--- src/rtl/uart_tx_ctrl_pkg.sv ---
// Shared definitions for the UART transmit controller: register offsets,
// STATUS bit positions and the transmit FSM state type.
package uart_tx_ctrl_pkg;

    localparam logic [1:0] UART_DATA    = 2'd0;
    localparam logic [1:0] UART_STATUS  = 2'd1;
    localparam logic [1:0] UART_DIVISOR = 2'd2;

    localparam int ST_ACTIVE    = 0;
    localparam int ST_FULL      = 1;
    localparam int ST_EMPTY     = 2;
    localparam int ST_OVERFLOW  = 3;
    localparam int ST_COUNT_LSB = 4;

    typedef enum logic [1:0] {
        IDLE,
        START,
        DATA,
        STOP
    } tx_state_t;

endpackage

--- src/rtl/uart_tx_ctrl_sync_fifo.sv ---
// Single-clock FIFO holding bytes queued by the CPU until the transmitter
// takes them. A push into a full FIFO succeeds only alongside a pop.
module sync_fifo #(
    parameter int WIDTH = 8,
    parameter int DEPTH = 8,
    localparam int AW   = $clog2(DEPTH)
) (
    input  logic             clk,
    input  logic             rst,
    input  logic             push,
    input  logic             pop,
    input  logic [WIDTH-1:0] din,
    output logic [WIDTH-1:0] dout,
    output logic             full,
    output logic             empty,
    output logic [AW:0]      count
);

    logic [WIDTH-1:0] mem [DEPTH];
    logic [AW-1:0]    wr_ptr;
    logic [AW-1:0]    rd_ptr;
    logic             do_push;
    logic             do_pop;

    assign do_pop  = pop & ~empty;
    assign do_push = push & (~full | do_pop);
    assign full    = (count == (AW+1)'(DEPTH));
    assign empty   = (count == '0);
    assign dout    = mem[rd_ptr];

    always_ff @(posedge clk or negedge rst) begin
        if (!rst) begin
            wr_ptr <= '0;
            rd_ptr <= '0;
            count  <= '0;
        end else begin
            if (do_push) wr_ptr <= wr_ptr + 1'b1;
            if (do_pop)  rd_ptr <= rd_ptr + 1'b1;
            case ({do_push, do_pop})
                2'b10:   count <= count + 1'b1;
                2'b01:   count <= count - 1'b1;
                default: count <= count;
            endcase
        end
    end

    // Storage carries no reset; entries are only read after being written.
    always_ff @(posedge clk) begin
        if (do_push) mem[wr_ptr] <= din;
    end

endmodule

--- src/rtl/uart_tx_ctrl.sv ---
// Memory-mapped UART transmitter: CPU bytes are queued in a FIFO and sent
// as 8N1 frames at a programmable number of clock cycles per bit.
module uart_tx_ctrl
    import uart_tx_ctrl_pkg::*;
#(
    parameter int FIFO_DEPTH = 8,
    parameter int DIV_W      = 16,
    parameter int DIV_RESET  = 868
) (
    input  logic        clk,
    input  logic        rst,
    input  logic        sel,
    input  logic        we,
    input  logic [1:0]  addr,
    input  logic [31:0] wdata,
    output logic [31:0] rdata,
    output logic        tx,
    output logic        busy
);

    localparam int CW = $clog2(FIFO_DEPTH) + 1;

    logic             wr_data;
    logic             wr_status;
    logic             wr_div;
    logic             fifo_pop;
    logic             fifo_full;
    logic             fifo_empty;
    logic [7:0]       fifo_dout;
    logic [CW-1:0]    fifo_count;
    logic             overflow;
    logic [DIV_W-1:0] divisor;
    logic [DIV_W-1:0] div_q;
    logic [DIV_W-1:0] bit_cnt;
    logic [2:0]       bit_idx;
    logic [7:0]       shifter;
    logic             bit_done;
    logic [31:0]      status;
    tx_state_t        state;

    assign wr_data   = sel & we & (addr == UART_DATA);
    assign wr_status = sel & we & (addr == UART_STATUS);
    assign wr_div    = sel & we & (addr == UART_DIVISOR);
    assign bit_done  = (bit_cnt == '0);
    assign fifo_pop  = ~fifo_empty & ((state == IDLE) | ((state == STOP) & bit_done));
    assign busy      = (state != IDLE) | ~fifo_empty;

    sync_fifo #(
        .WIDTH (8),
        .DEPTH (FIFO_DEPTH)
    ) u_fifo (
        .clk   (clk),
        .rst   (rst),
        .push  (wr_data),
        .pop   (fifo_pop),
        .din   (wdata[7:0]),
        .dout  (fifo_dout),
        .full  (fifo_full),
        .empty (fifo_empty),
        .count (fifo_count)
    );

    always_ff @(posedge clk or negedge rst) begin
        if (!rst) begin
            overflow <= 1'b0;
            divisor  <= DIV_W'(DIV_RESET);
        end else begin
            if (wr_data & fifo_full & ~fifo_pop)
                overflow <= 1'b1;
            else if (wr_status & wdata[ST_OVERFLOW])
                overflow <= 1'b0;
            if (wr_div)
                divisor <= (wdata[DIV_W-1:0] == '0) ? DIV_W'(1) : wdata[DIV_W-1:0];
        end
    end

    always_comb begin
        status                        = '0;
        status[ST_ACTIVE]             = (state != IDLE);
        status[ST_FULL]               = fifo_full;
        status[ST_EMPTY]              = fifo_empty;
        status[ST_OVERFLOW]           = overflow;
        status[ST_COUNT_LSB +: CW]    = fifo_count;
        rdata = '0;
        if (sel & ~we) begin
            case (addr)
                UART_STATUS:  rdata = status;
                UART_DIVISOR: rdata = 32'(divisor);
                default:      rdata = '0;
            endcase
        end
    end

    // tx follows the state one cycle late, so a frame starting in state START
    // appears on the line the cycle after the pop; a pop from IDLE or at the
    // end of STOP loads the next byte without an idle gap.
    always_ff @(posedge clk or negedge rst) begin
        if (!rst) begin
            state   <= IDLE;
            tx      <= 1'b1;
            div_q   <= DIV_W'(DIV_RESET);
            bit_cnt <= '0;
            bit_idx <= '0;
            shifter <= '0;
        end else begin
            case (state)
                START:   tx <= 1'b0;
                DATA:    tx <= shifter[0];
                default: tx <= 1'b1;
            endcase
            if (fifo_pop) begin
                shifter <= fifo_dout;
                div_q   <= divisor;
                bit_cnt <= divisor - 1'b1;
                state   <= START;
            end else begin
                case (state)
                    START: begin
                        if (bit_done) begin
                            bit_cnt <= div_q - 1'b1;
                            bit_idx <= '0;
                            state   <= DATA;
                        end else begin
                            bit_cnt <= bit_cnt - 1'b1;
                        end
                    end
                    DATA: begin
                        if (bit_done) begin
                            bit_cnt <= div_q - 1'b1;
                            shifter <= shifter >> 1;
                            bit_idx <= bit_idx + 1'b1;
                            if (bit_idx == 3'd7) state <= STOP;
                        end else begin
                            bit_cnt <= bit_cnt - 1'b1;
                        end
                    end
                    STOP: begin
                        if (bit_done) state   <= IDLE;
                        else          bit_cnt <= bit_cnt - 1'b1;
                    end
                    default: state <= IDLE;
                endcase
            end
        end
    end

endmodule

--- config.mk ---
export PLATFORM = sky130hd
export DESIGN_NAME = uart_tx_ctrl
export DESIGN_NICKNAME = d
export VERILOG_FILES = /design/src/rtl/uart_tx_ctrl_pkg.sv /design/src/rtl/uart_tx_ctrl_sync_fifo.sv /design/src/rtl/uart_tx_ctrl.sv
export SDC_FILE = /design/constraint.sdc
export NUM_CORES = 1
export LEC_CHECK = 0
export CAP_MARGIN = 20
export CELL_PAD_IN_SITES_DETAIL_PLACEMENT = 0
export CELL_PAD_IN_SITES_GLOBAL_PLACEMENT = 1
export CORE_ASPECT_RATIO = 1.5
export CORE_UTILIZATION = 39
export CTS_CLUSTER_SIZE = 16
export DETAILED_ROUTE_END_ITERATION = 10
export PLACE_DENSITY = 0.76
export SLEW_MARGIN = 20
export SYNTH_ARGS = -nofsm -noshare
export SYNTH_HDL_FRONTEND = slang
export SYNTH_SLANG_ARGS = --single-unit
--- constraint.sdc ---
create_clock -name clk -period 5.7 [get_ports clk]
set_input_delay 1.14 -clock clk [delete_from_list [all_inputs] [get_ports clk]]
set_output_delay 1.14 -clock clk [all_outputs]
set_load 0.005 [all_outputs]
==> flow_metrics.py <==
metrics = {
    "status": {
        "status": "finished, violations left",
        "violations": "design-rule violations",
    },
    "synth": {
        "yosys_warnings": 0,
        "async_flop_share": 0.533,
        "seq_area_frac_synth": 0.534,
        "muxShareOfSynthArea": 0.0926,
        "synth_area_sq_um": 7040,
        "synthCells": 613,
        "ys_ff_latch": 137,
        "synthXorXnorAreaFrac": 0.0411,
        "synth_compound_area_frac": 0.106,
        "synth_edf_count": 64,
        "avgSynthCellArea_sq_um": 11.5,
        "synth_fa_ha_area_frac": 0.0331,
        "ys_types": 63,
        "yosys.area_share.simple": 0.153,
        "synth_top_family_by_area": "simple AND/OR/NAND/NOR gates",
        "ys.flop_type": "edfxtp_1",
    },
    "clocking": {
        "cts_tree": "yes",
        "post-cts-setup-buffers": 0,
        "cts.sink_count": 137,
        "ctsHtreeMaxLevel": 4,
        "clk_latency_ns": 0.42,
        "cts.clk_slew.worst_paths_ns": 0.07,
        "postCtsResizedCells": 0,
        "hold_buffers": 0,
        "cts_buffers": 17,
        "root_buffer": "clkbuf_16",
        "clockBufferDepth": 2,
    },
    "setup_path": {
        "cp-end-kind": "output port",
        "rrSetupSlack_ns": 1.96,
        "reg2reg_from": "bit_cnt[0]",
        "timing.rr.end": "u_fifo.mem[6][4]",
        "path_class": "in2out",
        "critPathRequiredTime_ns": 4.56,
        "crit_path_max_fanout": 10,
        "r2r.worst_path.cells": 8,
        "cp.arrival_ns": 3.15,
        "cp-start-kind": "input port",
    },
    "die": {
        "die-width_um": 112,
        "ios": 72,
        "core_area_sq_um": 17500,
        "die_y_um": 167,
        "fp.dieArea_sq_um": 18600,
        "initial_utilization": 0.402,
        "core.rowCount": 59,
    },
    "global_route": {
        "grt_start_max_net_pins": 74,
        "overflow": 0,
        "grt_usage": 0.176,
        "grt_antenna_before_repair": 0,
        "grt_pass1_vias": 5023,
        "grt_pass1_wl_um": 25800,
    },
    "layout": {
        "fin_nets": 709,
        "layout_common_cells": "83 x nand2_1, 64 x edfxtp_1, 62 x dfrtp_1",
        "area_growth_pct": 16.9,
        "fill_cells": 1541,
        "final_util": 0.470,
        "drive_gt1_frac": 0.152,
        "final_cell_area_sq_um": 8230,
        "n_antenna_cell": 0,
        "layout_commonest_cell": "nand2_1",
    },
    "worst_hold_path": {
        "hp-class": "reg2reg",
        "min-delay-start": "div_q[9]",
        "hold_end": "div_q[9]",
        "min_path_cells": 2,
    },
    "pwr": {
        "pwr-share-comb": 0.348,
        "seqPwrFrac": 0.383,
        "ir_drop_uv": 230,
        "p_sw_uw": 1620,
        "power_density_nw_per_um2": 501,
        "p_leak_uw": 0.00314,
        "p_clk_frac": 0.269,
        "netSwitchingFraction": 0.392,
        "p_int_uw": 2510,
    },
    "detailed_routing": {
        "drt_pass1_iterations": 7,
        "drt_iter0_markers": 235,
        "wl_per_cell_um": 17.6,
        "finalWirelength_um": 15500,
        "drc": 3,
        "vias_per_cell": 5.52,
        "dr_total_vias": 4852,
        "detail-route-antenna-nets": 0,
    },
    "place": {
        "port_buffers": 39,
        "place_ws_ns": 1.46,
        "globalplace.congestion": 0.846,
        "dpl.hpwl_um": 11100,
        "postPlaceCellArea_sq_um": 7600,
    },
    "timing": {
        "maxSlewViolCount": 0,
        "rsz0062_at_grt": "false",
        "clock.fmax_ghz": 0.233,
        "post-route-min-period_ns": 4.29,
        "setup_ws_ns": 1.41,
        "finClkSkew_ns": 0.0120,
        "relSlewSlack": 0.364,
        "setup_violations": 0,
        "fin_crit_sh": 0.753,
        "setup-tns-final_ns": 0,
        "hold_viol": 0,
        "tightest_slew_ns": 0.954,
    },
    "run": {
        "maxCapViolCount": 0,
    },
}
[flip-flops by register name, summed over array words and instances (netlist names)]
register / count
bit_cnt: 16
bit_idx: 3
div_q: 16
divisor: 16
overflow: 1
shifter: 8
state: 2
tx: 1
u_fifo.count: 4
u_fifo.mem: 64
u_fifo.rd_ptr: 3
u_fifo.wr_ptr: 3
[stage by stage]
step	hold WS, ns	power, uW	instances
finish	0.479	4120	879
global route	0.504	4400	879
CTS	0.482	4150	879
detailed placement	0.471	3030	847
global placement	0.469	2980	847
floorplan	0.449	2640	628
[area by class of cell]
type / instances / area (sq um) / share of cell area
Clock buffer: 17 / 425 / 0.0517
Clock inverter: 15 / 201 / 0.0245
Inverter: 16 / 60.1 / 0.00730
Multi-Input combinational cell: 435 / 3070 / 0.373
Sequential cell: 137 / 3760 / 0.457
Tap cell: 213 / 267 / 0.0324
Timing Repair Buffer: 46 / 440 / 0.0535
[how the worst max path moves through the flow]
stage                        from        end  slack [ns]  cells after the start
after floorplan           addr[0]  rdata[10]        2.56                      5
after global routing      addr[0]  rdata[15]        1.33                      6
final                     addr[0]  rdata[14]        1.41                      6
after detailed placement  addr[0]  rdata[14]        1.46                      6
after CTS                 addr[0]  rdata[14]        1.43                      6
after global placement    addr[0]  rdata[10]        1.48                      6
[power by group through the flow]
stage / sequential (uW) / clock [uW] / combinational [uW]
6_report: 1580 / 1110 / 1430
5_1_grt: 1620 / 1160 / 1610
4_1_cts: 1580 / 1130 / 1450
3_5_place_dp: 1590 / 0 / 1440
3_3_place_gp: 1580 / 0 / 1400
2_1_floorplan: 1480 / 0 / 1160
[logic make-up (layout without fill, tap and decap cells)]
logic type / after synthesis / in the layout
AO/OA/AOI/OAI: 110 / 110
flip-flops: 137 / 137
multiplexers: 43 / 43
buffers and inverters: 56 / 94
AND/OR/NAND/NOR: 215 / 215
adder cells (fa/ha/maj): 18 / 18
other: 1 / 16
XOR/XNOR: 33 / 33
[Yosys cell counts, drive strengths merged (5+ instances only)]
cell type	count	share of area
a211oi	9	0.010
a21oi	26	0.019
a22oi	12	0.013
and2	8	0.0071
buf	21	0.021
clkbuf	19	0.010
dfrtp	62	0.22
dfstp	11	0.041
edfxtp	64	0.27
ha	17	0.030
inv	16	0.0085
mux2	17	0.027
mux2i	10	0.014
mux4	16	0.051
nand2	83	0.044
nand2b	5	0.0044
nand3	16	0.011
nor2	34	0.018
nor2b	9	0.0080
nor3	20	0.016
nor4	11	0.011
o211ai	7	0.0082
o21a	5	0.0053
o21ai	19	0.014
o221ai	7	0.0087
o22ai	5	0.0044
or3	5	0.0052
or4	7	0.010
xnor2	16	0.020
xor2	17	0.021
[per-layer routing]
metal / wire, um / track usage / share of wire / vias up
li1: - / - / - / 2326
met1: 6430 / 0.206 / 0.42 / 2385
met2: 8270 / 0.317 / 0.53 / 120
met5: 0 / 0 / 0 / -
met3: 441 / 0.0269 / 0.028 / 21
met4: 331 / 0.0764 / 0.021 / 0
[critical path, stage by stage]
cell             delay, ns
clkdlybuf4s50_1       0.43
inv_1                 0.10
ha_1                  0.36
and3b_1               0.41
and2_1                0.20
clkdlybuf4s50_1       0.51
(Power assumes the default switching activity.)
